<file path="src/rtl/ifu_fetch_if.sv">
// Fetch-unit boundary bundle: imem request/response, decode handoff, predecoder and EXU redirect.
// master = fetch unit, slave = the surrounding pipeline/memory.
interface ifu_fetch_if #(
  parameter int XLEN = 32
);
  logic            req_valid_o;
  logic            req_ready_i;
  logic [XLEN-1:0] req_addr_o;
  logic            rsp_valid_i;
  logic            rsp_ready_o;
  logic [31:0]     rsp_data_i;
  logic            rsp_err_i;
  logic            inst_valid_o;
  logic            inst_ready_i;
  logic [31:0]     inst_o;
  logic [XLEN-1:0] pc_o;
  logic            fetch_err_o;
  logic [XLEN-1:0] pred_pc_i;
  logic            redirect_valid_i;
  logic [XLEN-1:0] redirect_pc_i;

  modport master (
    output req_valid_o, req_addr_o, rsp_ready_o,
    output inst_valid_o, inst_o, pc_o, fetch_err_o,
    input  req_ready_i, rsp_valid_i, rsp_data_i, rsp_err_i,
    input  inst_ready_i, pred_pc_i, redirect_valid_i, redirect_pc_i
  );

  modport slave (
    input  req_valid_o, req_addr_o, rsp_ready_o,
    input  inst_valid_o, inst_o, pc_o, fetch_err_o,
    output req_ready_i, rsp_valid_i, rsp_data_i, rsp_err_i,
    output inst_ready_i, pred_pc_i, redirect_valid_i, redirect_pc_i
  );
endinterface

</file>
<file path="src/rtl/ifu_fetch.sv">
// Instruction fetch: one outstanding imem request, REQ -> WAIT -> HOLD, 1 inst per 3 cycles at best.
// Decode backpressure holds the instruction in HOLD; redirects override prediction in every state.
module ifu_fetch #(
  parameter int              XLEN     = 32,
  parameter logic [XLEN-1:0] RESET_PC = 'h8000_0000
) (
  input  logic          clk_i,
  input  logic          rst_n_i,
  ifu_fetch_if.master   bus
);

  typedef enum logic [1:0] {ST_IDLE, ST_REQ, ST_WAIT, ST_HOLD} state_e;

  state_e          state_q;
  logic [XLEN-1:0] pc_q;
  logic            drop_q;
  logic            req_vld_q;
  logic            rsp_rdy_q;
  logic            inst_vld_q;
  logic [31:0]     inst_q;
  logic [XLEN-1:0] inst_pc_q;
  logic            err_q;

  logic            redirect;
  logic [XLEN-1:0] redir_pc_d;

  assign redirect   = bus.redirect_valid_i;
  assign redir_pc_d = {bus.redirect_pc_i[XLEN-1:2], 2'b00};

  assign bus.req_valid_o  = req_vld_q;
  assign bus.req_addr_o   = pc_q;
  assign bus.rsp_ready_o  = rsp_rdy_q;
  assign bus.inst_valid_o = inst_vld_q;
  assign bus.inst_o       = inst_q;
  assign bus.pc_o         = inst_pc_q;
  assign bus.fetch_err_o  = err_q;

  always_ff @(posedge clk_i or negedge rst_n_i) begin
    if (!rst_n_i) begin
      state_q    <= ST_IDLE;
      pc_q       <= RESET_PC;
      drop_q     <= 1'b0;
      req_vld_q  <= 1'b0;
      rsp_rdy_q  <= 1'b0;
      inst_vld_q <= 1'b0;
      inst_q     <= '0;
      inst_pc_q  <= '0;
      err_q      <= 1'b0;
    end else begin
      case (state_q)
        ST_IDLE: begin
          state_q   <= ST_REQ;
          req_vld_q <= 1'b1;
        end
        ST_REQ: begin
          if (bus.req_ready_i) begin
            state_q   <= ST_WAIT;
            req_vld_q <= 1'b0;
            rsp_rdy_q <= 1'b1;
            drop_q    <= redirect;
          end
        end
        ST_WAIT: begin
          if (bus.rsp_valid_i) begin
            rsp_rdy_q <= 1'b0;
            drop_q    <= 1'b0;
            // A stale or concurrently redirected response is thrown away and refetched.
            if (drop_q || redirect) begin
              state_q   <= ST_REQ;
              req_vld_q <= 1'b1;
            end else begin
              state_q    <= ST_HOLD;
              inst_vld_q <= 1'b1;
              inst_q     <= bus.rsp_data_i;
              inst_pc_q  <= pc_q;
              err_q      <= bus.rsp_err_i;
            end
          end else if (redirect) begin
            drop_q <= 1'b1;
          end
        end
        ST_HOLD: begin
          if (redirect || bus.inst_ready_i) begin
            state_q    <= ST_REQ;
            req_vld_q  <= 1'b1;
            inst_vld_q <= 1'b0;
            if (!redirect) pc_q <= bus.pred_pc_i;
          end
        end
        default: begin
          state_q <= ST_IDLE;
        end
      endcase
      if (redirect) pc_q <= redir_pc_d;
    end
  end

endmodule
</file>
<file path="src/flat_wrapper.sv">
// flat-port wrapper written by rule: the top's interface ports become plain ports
module ifu_fetch_flat 
#(
  parameter int              XLEN     = 32,
  parameter logic [XLEN-1:0] RESET_PC = 'h8000_0000
)
  (clk_i, rst_n_i, bus_req_valid_o, bus_req_addr_o, bus_rsp_ready_o, bus_inst_valid_o, bus_inst_o, bus_pc_o, bus_fetch_err_o, bus_req_ready_i, bus_rsp_valid_i, bus_rsp_data_i, bus_rsp_err_i, bus_inst_ready_i, bus_pred_pc_i, bus_redirect_valid_i, bus_redirect_pc_i);
  ifu_fetch_if #(.XLEN(XLEN)) bus_i ();
  input  logic clk_i;
  input  logic rst_n_i;
  output wire logic [$bits(bus_i.req_valid_o)-1:0] bus_req_valid_o;
  output wire logic [$bits(bus_i.req_addr_o)-1:0] bus_req_addr_o;
  output wire logic [$bits(bus_i.rsp_ready_o)-1:0] bus_rsp_ready_o;
  output wire logic [$bits(bus_i.inst_valid_o)-1:0] bus_inst_valid_o;
  output wire logic [$bits(bus_i.inst_o)-1:0] bus_inst_o;
  output wire logic [$bits(bus_i.pc_o)-1:0] bus_pc_o;
  output wire logic [$bits(bus_i.fetch_err_o)-1:0] bus_fetch_err_o;
  input wire logic [$bits(bus_i.req_ready_i)-1:0] bus_req_ready_i;
  input wire logic [$bits(bus_i.rsp_valid_i)-1:0] bus_rsp_valid_i;
  input wire logic [$bits(bus_i.rsp_data_i)-1:0] bus_rsp_data_i;
  input wire logic [$bits(bus_i.rsp_err_i)-1:0] bus_rsp_err_i;
  input wire logic [$bits(bus_i.inst_ready_i)-1:0] bus_inst_ready_i;
  input wire logic [$bits(bus_i.pred_pc_i)-1:0] bus_pred_pc_i;
  input wire logic [$bits(bus_i.redirect_valid_i)-1:0] bus_redirect_valid_i;
  input wire logic [$bits(bus_i.redirect_pc_i)-1:0] bus_redirect_pc_i;
  assign bus_req_valid_o = bus_i.req_valid_o;
  assign bus_req_addr_o = bus_i.req_addr_o;
  assign bus_rsp_ready_o = bus_i.rsp_ready_o;
  assign bus_inst_valid_o = bus_i.inst_valid_o;
  assign bus_inst_o = bus_i.inst_o;
  assign bus_pc_o = bus_i.pc_o;
  assign bus_fetch_err_o = bus_i.fetch_err_o;
  assign bus_i.req_ready_i = bus_req_ready_i;
  assign bus_i.rsp_valid_i = bus_rsp_valid_i;
  assign bus_i.rsp_data_i = bus_rsp_data_i;
  assign bus_i.rsp_err_i = bus_rsp_err_i;
  assign bus_i.inst_ready_i = bus_inst_ready_i;
  assign bus_i.pred_pc_i = bus_pred_pc_i;
  assign bus_i.redirect_valid_i = bus_redirect_valid_i;
  assign bus_i.redirect_pc_i = bus_redirect_pc_i;
  ifu_fetch #(.XLEN(XLEN), .RESET_PC(RESET_PC)) u_core (.clk_i(clk_i), .rst_n_i(rst_n_i), .bus(bus_i));
endmodule
</file>
<file path="config.mk">
export PLATFORM = sky130hd
export DESIGN_NAME = ifu_fetch_flat
export DESIGN_NICKNAME = d
export VERILOG_FILES = /design/src/rtl/ifu_fetch_if.sv /design/src/rtl/ifu_fetch.sv /design/src/flat_wrapper.sv
export SDC_FILE = /design/constraint.sdc
export NUM_CORES = 1
export LEC_CHECK = 0
export BUFFER_PORTS_ARGS = -buffer_cell sky130_fd_sc_hd__buf_2
export CORE_ASPECT_RATIO = 0.5
export CORE_MARGIN = 8
export CORE_UTILIZATION = 50
export CTS_CLUSTER_SIZE = 24
export DETAILED_ROUTE_END_ITERATION = 8
export PLACE_DENSITY = 0.85
export REMOVE_ABC_BUFFERS = 1
export SYNTH_ARGS = -nofsm -noshare
export SYNTH_HDL_FRONTEND = slang
export SYNTH_SLANG_ARGS = --single-unit
</file>
<file path="constraint.sdc">
create_clock -name clk_i -period 2.5 [get_ports clk_i]
set_input_delay 0.125 -clock clk_i [delete_from_list [all_inputs] [get_ports clk_i]]
set_output_delay 0.125 -clock clk_i [all_outputs]
set_load 0.01 [all_outputs]
</file>
==> flow_metrics.tcl <==
set metrics [dict create \
    rsz0062_at_grt "false" \
    finalClockSkew_ns 0.00623 \
    port_buffers 200 \
    syn_area_per_cell_um2 13.5 \
    grt_max_degree 66 \
    met3_length_um 572 \
    start_util 0.524 \
    cts-resized-gates 0 \
    routed_wl_mm 11.3 \
    tightest_slew_ns 0.650 \
    dp_cells 617 \
    max_cap_violations 0 \
    hpwl_mm 8.04 \
    cp-start-kind "flop" \
    first_global_vias 3476 \
    synth_top_area_cell "dfrtp_1" \
    synth.distinct_cells 32 \
    final_area_um2 5930 \
    pre_cts_ws_ns 0.558 \
    critPathArrivalTime_ns 2.21 \
    finalHoldViolCount 0 \
    ir_drop_mv 0.525 \
    hold_ws_ns 0.00599 \
    synth_warnings 0 \
    cts_tree "done" \
    hold_class "input port to flop" \
    finalNonFillerCells 656 \
    vias 3246 \
    antenna_cells 0 \
    pin_count 203 \
    antenna_found_initial 0 \
    root_buffer "clkbuf_16" \
    crit_required_ns 2.72 \
    synth_area_leaders "dfrtp_1, mux2_1, mux2i_1" \
    clk_pin_slew_ns 0.07 \
    worstSetupPathType "flop to flop" \
    ys_seq_area_frac 0.604 \
    post-route-period-util 0.796 \
    post_drt_wl_per_cell_um 17.3 \
    cts_buffers 9 \
    rows 23 \
    grt_overflow 0 \
    hold_start "bus_rsp_data_i[18]" \
    clock_path_buffers 2 \
    dieArea_um2 11900 \
    setup_viol 0 \
    die_h_um 81.3 \
    drt-vias-per-instance 4.95 \
    drt-met1-wl_mm 4.14 \
    powerDensity_nw_per_um2 1020 \
    top_layer "met4" \
    syn-instance-count 317 \
    insertion_delay_ns 0.34 \
    reg2reg_from "u_core.state_q[0]" \
    worstReg2RegEnd "u_core.bus.inst_o[13]" \
    syn-cell-area_um2 4270 \
    drive_gt1_frac 0.445 \
    slew_violations 0 \
    postRouteAntennaNets 0 \
    routed-wl-met2_mm 6.48 \
    critPathMaxFanout 65 \
    slew_headroom 0.567 \
    final_util 0.728 \
    r2r_setup_slack_ns 0.51 \
    clock_sinks 103 \
    synth_top_cell_area_share 0.598 \
    gp_routability_congestion 0.829 \
    nFillCells 556 \
    crit_end "u_core.bus.inst_o[13]" \
    ys_ff_latch 103 \
    nets 645 \
    max_freq_mhz 503 \
    dr.pass1.iters 4 \
    drt_first_iter_violations 140 \
    placed_area_um2 5370 \
    core_um2 8140 \
    status "complete, no violations" \
    die_w_um 147 \
    htree_num_levels 3 \
    setup_slack_ns 0.510 \
    p_leak_nw 3.20 \
    rr_worst_depth 6 \
    grt_pass1_wl_mm 17.7 \
    crit_path_end_kind "flop" \
    critPathLaunch "u_core.state_q[0]" \
    layout_min_cycle_time_ns 1.99 \
    track_usage 0.185 \
    syn2layout_area_growth_pct 38.9 \
    route.detailed.drc 0 \
]
==> layout by cell type, fill, tap and decap left out, types with 3 or more instances in the layout <==
cell type / instances
buf_2: 199
dfrtp_1: 102
mux2_1: 50
nand2_1: 36
mux2i_1: 31
o21ai_0: 31
dlygate4sd3_1: 23
mux2_2: 15
clkbuf_16: 9
a21oi_1: 5
buf_4: 4
inv_1: 3
ha_1: 3
clkinv_2: 3
==> routing by layer <==
metal | GRT usage | vias up
met2 | 0.370 | 83
li1 | - | 1564
met3 | 0.0527 | 12
met1 | 0.186 | 1587
met4 | 0.0622 | 0
met5 | 0 | -
==> cell type report <==
cell class	instances	area (µm²)	area share
inverters	3	11.3	0.00190
flip-flops and latches	103	2580	0.435
repair buffers	228	1300	0.219
clock buffers	10	239	0.0403
clock inverters	6	83.8	0.0141
well taps	112	140	0.0236
multi-input cells	194	1580	0.266
==> cell usage after synthesis <==
| cell type | n |
|---|---|
| o41ai_1 | 1 |
| dfstp_2 | 1 |
| nor3_1 | 1 |
| mux2i_1 | 31 |
| nand2b_1 | 2 |
| nor3b_1 | 2 |
| mux2_2 | 15 |
| clkbuf_1 | 6 |
| a31oi_1 | 2 |
| o31ai_1 | 1 |
| o32ai_2 | 1 |
| a311oi_1 | 1 |
| o22ai_1 | 1 |
| nor3_2 | 1 |
| mux2_1 | 50 |
| or3b_2 | 1 |
| o2bb2ai_1 | 1 |
| nand3_1 | 2 |
| nand2_1 | 36 |
| inv_1 | 3 |
| nor2_1 | 1 |
| ha_1 | 3 |
| buf_6 | 6 |
| buf_4 | 1 |
| nor2b_1 | 1 |
| a21oi_1 | 6 |
| buf_2 | 4 |
| and3_1 | 1 |
| dfrtp_1 | 102 |
| nand3b_1 | 1 |
| or2_2 | 1 |
| o21ai_0 | 31 |
==> power by group <==
group	switching, mW	total (mW)	internal, mW
Clock	0.589	1.49	0.900
Combinational	1.01	1.92	0.914
Sequential	0.330	2.62	2.29
Total	1.93	6.03	4.10
==> worst min path at each step <==
stage	end	slack [ns]	cells after the start
floorplan	u_core.bus.fetch_err_o	-0.17	0
global placement	u_core.bus.pc_o[2]	0.19	1
detailed placement	u_core.bus.pc_o[2]	0.20	1
CTS	u_core.bus.inst_o[16]	0.001	2
global route	u_core.bus.inst_o[16]	0.0003	2
finish	u_core.bus.inst_o[18]	0.006	2
==> cell families (layout without fill, tap and decap cells) <==
family          Yosys count  in the layout  synth area share
compound gates           45             45            0.0595
fa+ha+maj                 3              3           0.00880
buf+inv                  20            247            0.0302
flops                   103            103             0.604
mux                      96             96             0.244
simple gates             50             50            0.0531
==> critical path, stage by stage (launching register included) <==
cell     delay (ns)
dfrtp_1        0.40
inv_1          0.09
ha_1           0.31
nand2_1        0.14
nor3_4         0.17
buf_12         0.35
mux2_1         0.37
==> flip-flops by register name, indices dropped and copies added, names as in the netlist <==
signal and count:
u_core.bus.inst_o 32, u_core.bus.pc_o 32, u_core.bus.req_addr_o 32, u_core.state_q 2, u_core.bus.fetch_err_o 1, u_core.bus.inst_valid_o 1
u_core.bus.req_valid_o 1, u_core.bus.rsp_ready_o 1, u_core.drop_q 1
==> through the flow <==
step / power [mW] / TNS, ns
2_1_floorplan: 3.54 / -104.05
3_3_place_gp: 4.45 / 0
3_5_place_dp: 4.55 / 0
4_1_cts: 6.10 / 0
5_1_grt: 6.38 / 0
6_report: 6.03 / 0
==> what timing repair did <==
action                                 in CTS  in global routing
setup buffers                               0                  0
hold buffers                               23                  0
endpoints found under the hold margin      71                  0
Power figures use the tool's default switching activity.
